--- src/rtl/ifetch_pkg.sv ---
// Shared types and sizing for the instruction prefetch unit.
// IFETCH_DEEP_PREFETCH_EN selects a 4-entry buffer instead of 2.
package ifetch_pkg;

    localparam int INST_WIDTH = 8;
    localparam int INST_DEPTH = 8;

`ifdef IFETCH_DEEP_PREFETCH_EN
    localparam int IFETCH_DEPTH = 4;
`else
    localparam int IFETCH_DEPTH = 2;
`endif

    localparam int CNT_W = $clog2(IFETCH_DEPTH + 1);
    localparam int PTR_W = $clog2(IFETCH_DEPTH);

    typedef enum logic [1:0] {
        IFETCH_IDLE  = 2'd0,
        IFETCH_REQ   = 2'd1,
        IFETCH_DRAIN = 2'd2
    } state_t;

    function automatic logic [PTR_W-1:0] ptr_next(
        input logic [PTR_W-1:0] p
    );
        return (p == PTR_W'(IFETCH_DEPTH - 1)) ? '0 : p + 1'b1;
    endfunction

endpackage

--- src/rtl/ifetch_if.sv ---
// Program-memory read bus: mem_req/mem_addr out, mem_ack/mem_rdata back.
// master = fetch unit, slave = program memory.
interface ifetch_if;
    import ifetch_pkg::*;

    logic                  mem_req;
    logic [INST_DEPTH-1:0] mem_addr;
    logic                  mem_ack;
    logic [INST_WIDTH-1:0] mem_rdata;

    modport master (
        output mem_req, mem_addr,
        input  mem_ack, mem_rdata
    );

    modport slave (
        input  mem_req, mem_addr,
        output mem_ack, mem_rdata
    );

endinterface

--- src/rtl/ifetch_fifo.sv ---
// Prefetch byte FIFO: push/pop/flush in, head byte and occupancy out.
// Flush wins over push and pop; pop on empty is ignored; head is 0 when empty.
module ifetch_fifo
    import ifetch_pkg::*;
(
    input  logic                  clk,
    input  logic                  rst,
    input  logic                  push,
    input  logic                  pop,
    input  logic                  flush,
    input  logic [INST_WIDTH-1:0] wdata,
    output logic [INST_WIDTH-1:0] head,
    output logic [CNT_W-1:0]      count
);

    logic [INST_WIDTH-1:0] mem [IFETCH_DEPTH];
    logic [PTR_W-1:0]      rd_ptr;
    logic [PTR_W-1:0]      wr_ptr;
    logic                  do_push;
    logic                  do_pop;
    logic                  full;

    assign full    = (count == CNT_W'(IFETCH_DEPTH));
    assign do_pop  = pop && (count != '0) && !flush;
    assign do_push = push && !flush && (!full || do_pop);

    always_ff @(posedge clk or posedge rst) begin
        if (rst) begin
            rd_ptr <= '0;
            wr_ptr <= '0;
            count  <= '0;
        end else if (flush) begin
            rd_ptr <= '0;
            wr_ptr <= '0;
            count  <= '0;
        end else begin
            if (do_push) wr_ptr <= ptr_next(wr_ptr);
            if (do_pop)  rd_ptr <= ptr_next(rd_ptr);
            count <= count + CNT_W'(do_push) - CNT_W'(do_pop);
        end
    end

    always_ff @(posedge clk) begin
        if (do_push) mem[wr_ptr] <= wdata;
    end

    assign head = (count != '0) ? mem[rd_ptr] : '0;

endmodule

--- src/rtl/ifetch.sv ---
// Instruction prefetch: fetch FSM + fetch address feeding a byte FIFO.
// Ports: clk, rst, pc_load/jump_addr (jump), imem_update (pop),
// imem_data/imem_valid (head), bus (program-memory master).
// IFETCH_DEEP_PREFETCH_EN (see ifetch_pkg) deepens the buffer to 4.
module ifetch
    import ifetch_pkg::*;
(
    input  logic                  clk,
    input  logic                  rst,
    input  logic                  pc_load,
    input  logic [INST_DEPTH-1:0] jump_addr,
    input  logic                  imem_update,
    output logic [INST_WIDTH-1:0] imem_data,
    output logic                  imem_valid,
    ifetch_if.master              bus
);

    state_t                state;
    state_t                state_nx;
    logic [INST_DEPTH-1:0] faddr;
    logic [INST_DEPTH-1:0] drain_addr;
    logic [CNT_W-1:0]      count;
    logic                  push;
    logic                  pop_eff;
    logic                  full_after;

    assign push    = (state == IFETCH_REQ) && bus.mem_ack;
    assign pop_eff = imem_update && (count != '0);

    // A push in REQ fills the buffer only if no pop frees a slot.
    assign full_after = (count == CNT_W'(IFETCH_DEPTH - 1)) && !pop_eff;

    ifetch_fifo u_fifo (
        .clk   (clk),
        .rst   (rst),
        .push  (push),
        .pop   (imem_update),
        .flush (pc_load),
        .wdata (bus.mem_rdata),
        .head  (imem_data),
        .count (count)
    );

    always_ff @(posedge clk or posedge rst) begin
        if (rst) begin
            state <= IFETCH_IDLE;
        end else begin
            state <= state_nx;
        end
    end

    always_comb begin
        state_nx = state;
        unique case (state)
            IFETCH_IDLE: begin
                if (pc_load || count < CNT_W'(IFETCH_DEPTH))
                    state_nx = IFETCH_REQ;
            end
            IFETCH_REQ: begin
                if (bus.mem_ack) begin
                    if (!pc_load && full_after)
                        state_nx = IFETCH_IDLE;
                end else if (pc_load) begin
                    state_nx = IFETCH_DRAIN;
                end
            end
            IFETCH_DRAIN: begin
                if (bus.mem_ack)
                    state_nx = IFETCH_REQ;
            end
            default: state_nx = IFETCH_IDLE;
        endcase
    end

    // The outstanding address is parked in drain_addr so faddr can
    // take the jump target while the old read is still in flight.
    always_ff @(posedge clk or posedge rst) begin
        if (rst) begin
            faddr      <= '0;
            drain_addr <= '0;
        end else begin
            if (state == IFETCH_REQ && pc_load && !bus.mem_ack)
                drain_addr <= faddr;
            if (pc_load)
                faddr <= jump_addr;
            else if (push)
                faddr <= faddr + 1'b1;
        end
    end

    assign bus.mem_req  = (state != IFETCH_IDLE);
    assign bus.mem_addr = (state == IFETCH_DRAIN) ? drain_addr : faddr;
    assign imem_valid   = (count != '0);

endmodule

--- src/flat_wrapper.sv ---
// flat-port wrapper written by rule: the top's interface ports become plain ports
module ifetch_flat import ifetch_pkg::*;
  (clk, rst, pc_load, jump_addr, imem_update, imem_data, imem_valid, bus_mem_req, bus_mem_addr, bus_mem_ack, bus_mem_rdata);
  ifetch_if bus_i ();
  input  logic clk;
  input  logic rst;
  input  logic pc_load;
  input  logic [INST_DEPTH-1:0] jump_addr;
  input  logic imem_update;
  output logic [INST_WIDTH-1:0] imem_data;
  output logic imem_valid;
  output wire logic [$bits(bus_i.mem_req)-1:0] bus_mem_req;
  output wire logic [$bits(bus_i.mem_addr)-1:0] bus_mem_addr;
  input wire logic [$bits(bus_i.mem_ack)-1:0] bus_mem_ack;
  input wire logic [$bits(bus_i.mem_rdata)-1:0] bus_mem_rdata;
  assign bus_mem_req = bus_i.mem_req;
  assign bus_mem_addr = bus_i.mem_addr;
  assign bus_i.mem_ack = bus_mem_ack;
  assign bus_i.mem_rdata = bus_mem_rdata;
  ifetch u_core (.clk(clk), .rst(rst), .pc_load(pc_load), .jump_addr(jump_addr), .imem_update(imem_update), .imem_data(imem_data), .imem_valid(imem_valid), .bus(bus_i));
endmodule
--- config.mk ---
export PLATFORM = sky130hd
export DESIGN_NAME = ifetch_flat
export DESIGN_NICKNAME = d
export VERILOG_FILES = /design/src/rtl/ifetch_pkg.sv /design/src/rtl/ifetch_if.sv /design/src/rtl/ifetch_fifo.sv /design/src/rtl/ifetch.sv /design/src/flat_wrapper.sv
export SDC_FILE = /design/constraint.sdc
export NUM_CORES = 1
export LEC_CHECK = 0
export BUFFER_PORTS_ARGS = -buffer_cell sky130_fd_sc_hd__buf_2
export CORE_MARGIN = 2
export CORE_UTILIZATION = 58
export DETAILED_ROUTE_END_ITERATION = 12
export GPL_ROUTABILITY_DRIVEN = 0
export HOLD_SLACK_MARGIN = 0.03
export PLACE_DENSITY_LB_ADDON = 0.08
export SLEW_MARGIN = 25
export SYNTH_ARGS = -nofsm -noshare
export SYNTH_HDL_FRONTEND = slang
export SYNTH_SLANG_ARGS = --single-unit
--- constraint.sdc ---
create_clock -name clk -period 5.6 [get_ports clk]
set_clock_uncertainty 0.2 [all_clocks]
set_input_delay 0 -clock clk [delete_from_list [all_inputs] [get_ports clk]]
set_output_delay 0 -clock clk [all_outputs]
set_load 0.01 [all_outputs]
==> impl_results.md <==
- Clk_lat worst skew: 350 ps
- Maximum number of pins on one net before global-route repair: 31
- Antenna diodes: 0
- Setup slack after layout: 3260 ps
- Antenna-violating nets left: 0
- Actual slew at the worst max-slew pin: 860 ps
- Via Count: 1426
- 1st-pass router iterations: 4
- Share of post-route cells with drive strength above 1: 29.1%
- Met1 wire length: 1.59 mm
- Fmax: 0.427 GHz
- Total grt overflow: 0
- PD cells: 298 nW/um2
- Worst VDD drop: 0.223 mV
- Seq/Total Area, Yosys: 55.3%
- Synth warn: 0
- Root buf cell: clkbuf_4
- CTS tree: built
- Drt via density: 5.26
- Top Metal Used: met4
- Pre-CTS WS: 3300 ps
- Yosys top cell by area: dfrtp_1
- Die height: 60.7 um
- Status: finished, final reports clean
- Post-synth EDFFs: 16
- Largest cells by area after synthesis: dfrtp_1 30%, edfxtp_1 26%, mux2_2 9.7%, mux2i_1 4.8%, nor2_1 2.8%
- CTS sink cnt: 38
- Row cnt: 20
- CP endpoint kind: flop
- Required @ worst endpoint: 5670 ps
- GRT Total Usage: 23.0%
- Footprint of the multi-input gates: 778 um2
- Final period util: 41.9%
- Max-cap viol count: 0
- Hpwl dp: 2.40 mm
- Die area: 3680 um2
- Io pins: 39
- Most common cell in the netlist: dfrtp_1
- Wirelength, routed: 3.90 mm
- Number of global-route vias before repair: 1352
- FILL cells: 193
- Ys flop type: dfrtp_1
- Cells after synthesis: 153
- Synthesized cell area: 1860 um2
- Register area: 1030 um2
- RSZ-0062 raised after global routing: no
- Setup TNS: 0 ps
- Core ar.: 3050 um2
- Worst Hold Class: primary input to asynchronous set/reset pin
- P&R area growth vs syn: 33.6%
- Initial antenna violation count: 0
- Final min period: 2340 ps
- Post-synthesis register bit count: 38
- Initial core utilization: 61.1%
- Static leakage: 1.07 nW
- CTS resizes: 0
- Syn_nets: 177
- Die width: 60.7 um
- Max_slew headroom: 42.6%
- H-tree depth: 2
- Metal2 WL: 2.04 mm
- Final Hold Fails: 0
- Netlist cell types: 35
- Top cell type's share of synthesized area: 29.5%
- CTS clock-pin slew for the worst setup and hold paths: 120 ps
- CTS max path bufs: 2
- Mapped Avg Cell Area: 12.2 um2
- CP startpoint kind: flop
- Port Buf Inserts: 38
- Drt drc: 0
- First-pass GRT wire length: 6.03 mm
- FFs w/ async S/R, synth: 57.9%
- Num CTS Buffers: 5
- CP Class: flop to flop
- Routed wl met3: 160 um
- Worst Path Max Fanout: 11
- DRT iter0 DRCs: 33
- Layout net count: 250
- Setup Viol. Count Final: 0
- Fin. max-slew vios: 0
- Commonest cells post-synth: 22 x dfrtp_1, 16 x edfxtp_1, 16 x mux2_2
- WL/cell: 14.4 um
- Arrival time of the worst setup path: 2410 ps
stage by stage:
step	cells	utilization (%)	instance area [um2]	hold slack (ps)	total power [W]
2_1_floorplan	153	-	1860	-211	0.000486
3_3_place_gp	229	67.9	2070	-10.5	0.000528
3_5_place_dp	229	67.9	2070	-7.77	0.000538
4_1_cts	271	81.6	2490	173	0.000740
5_1_grt	271	81.6	2490	178	0.000777
6_report	271	81.6	2490	164	0.000742
path summary, 6_finish.rpt:
path	from	endpoint	slack, ps	depth (start not counted)
hold / removal	rst	u_core.faddr[3]	160	3
setup / recovery	u_core.state[1]	u_core.u_fifo.count[1]	3260	8
max in group asynchronous	rst	u_core.u_fifo.count[1]	4500	3
min in group clk	bus_mem_rdata[2]	u_core.u_fifo.mem[0][2]	180	2
hold reg to reg	u_core.drain_addr[3]	u_core.drain_addr[3]	320	1
setup reg to reg	u_core.state[1]	u_core.u_fifo.count[1]	3260	8
placed cells by master (no fill, tap or decap), drive strengths merged, types with 2 or more instances in the layout:
cell and instances:
nand2 9, mux2i 9, dlygate4sd3 34, nand3 6
nor2b 5, ha 3, edfxtp 16, xor2 4
nand2b 2, o31a 2, or3 2, o21ai 9
mux2 16, clkinv 2, inv 5, clkbuf 5
buf 38, nor3b 4, a221oi 2, dfrtp 22
or4 4, nor2 14
sequential cells by signal (all words and copies together) (netlist names):
name	flops
u_core.faddr	8
u_core.u_fifo.count	2
u_core.u_fifo.mem	16
u_core.state	2
u_core.drain_addr	8
u_core.u_fifo.rd_ptr	1
u_core.u_fifo.wr_ptr	1
report_power, final:
| part | switching (W) | total [W] | internal, W |
|---|---|---|---|
| sequential | 0.0000396 | 0.000373 | 0.000334 |
| combinational | 0.0000828 | 0.000186 | 0.000104 |
| clock | 0.0000894 | 0.000182 | 0.0000925 |
| total | 0.000212 | 0.000742 | 0.000530 |
critical path, cell delays in order, from the launching register on:
cell and delay [ps]:
dfrtp_1 460, nand3b_4 250, or3_1 430, ha_1 300, inv_1 40, ha_1 170, xor2_1 150, and2_1 150
nor3_1 110
logic make-up after synthesis:
family | count (synthesis) | share of synthesized area (%)
AND/OR/NAND/NOR | 56 | 17.9
flip-flops | 38 | 55.3
multiplexers | 25 | 14.5
AO/OA/AOI/OAI | 16 | 5.44
buffers and inverters | 11 | 2.95
XOR/XNOR | 4 | 1.88
adder cells (fa/ha/maj) | 3 | 2.01
repair_timing:
action / 4_1_cts / 5_1_grt
endpoints found under the hold margin: 52 / 0
hold buffers: 34 / 0
buffers inserted: 0 / 0
area by class of cell:
| type | instances | share of cell area (%) |
|---|---|---|
| clock buffers | 5 | 1.51 |
| multi-input cells | 104 | 31.2 |
| flip-flops and latches | 38 | 41.4 |
| well taps | 44 | 2.21 |
| inverters | 5 | 0.753 |
| clock inverters | 3 | 1.61 |
| repair buffers | 72 | 21.3 |
layer usage:
metal  global-route usage [%]  vias up
li1                         -      697
met1                     26.8      675
met2                     39.6       43
met3                     5.12       11
met4                     12.1        0
met5                        0        -
Power figures use the tool's default switching activity.
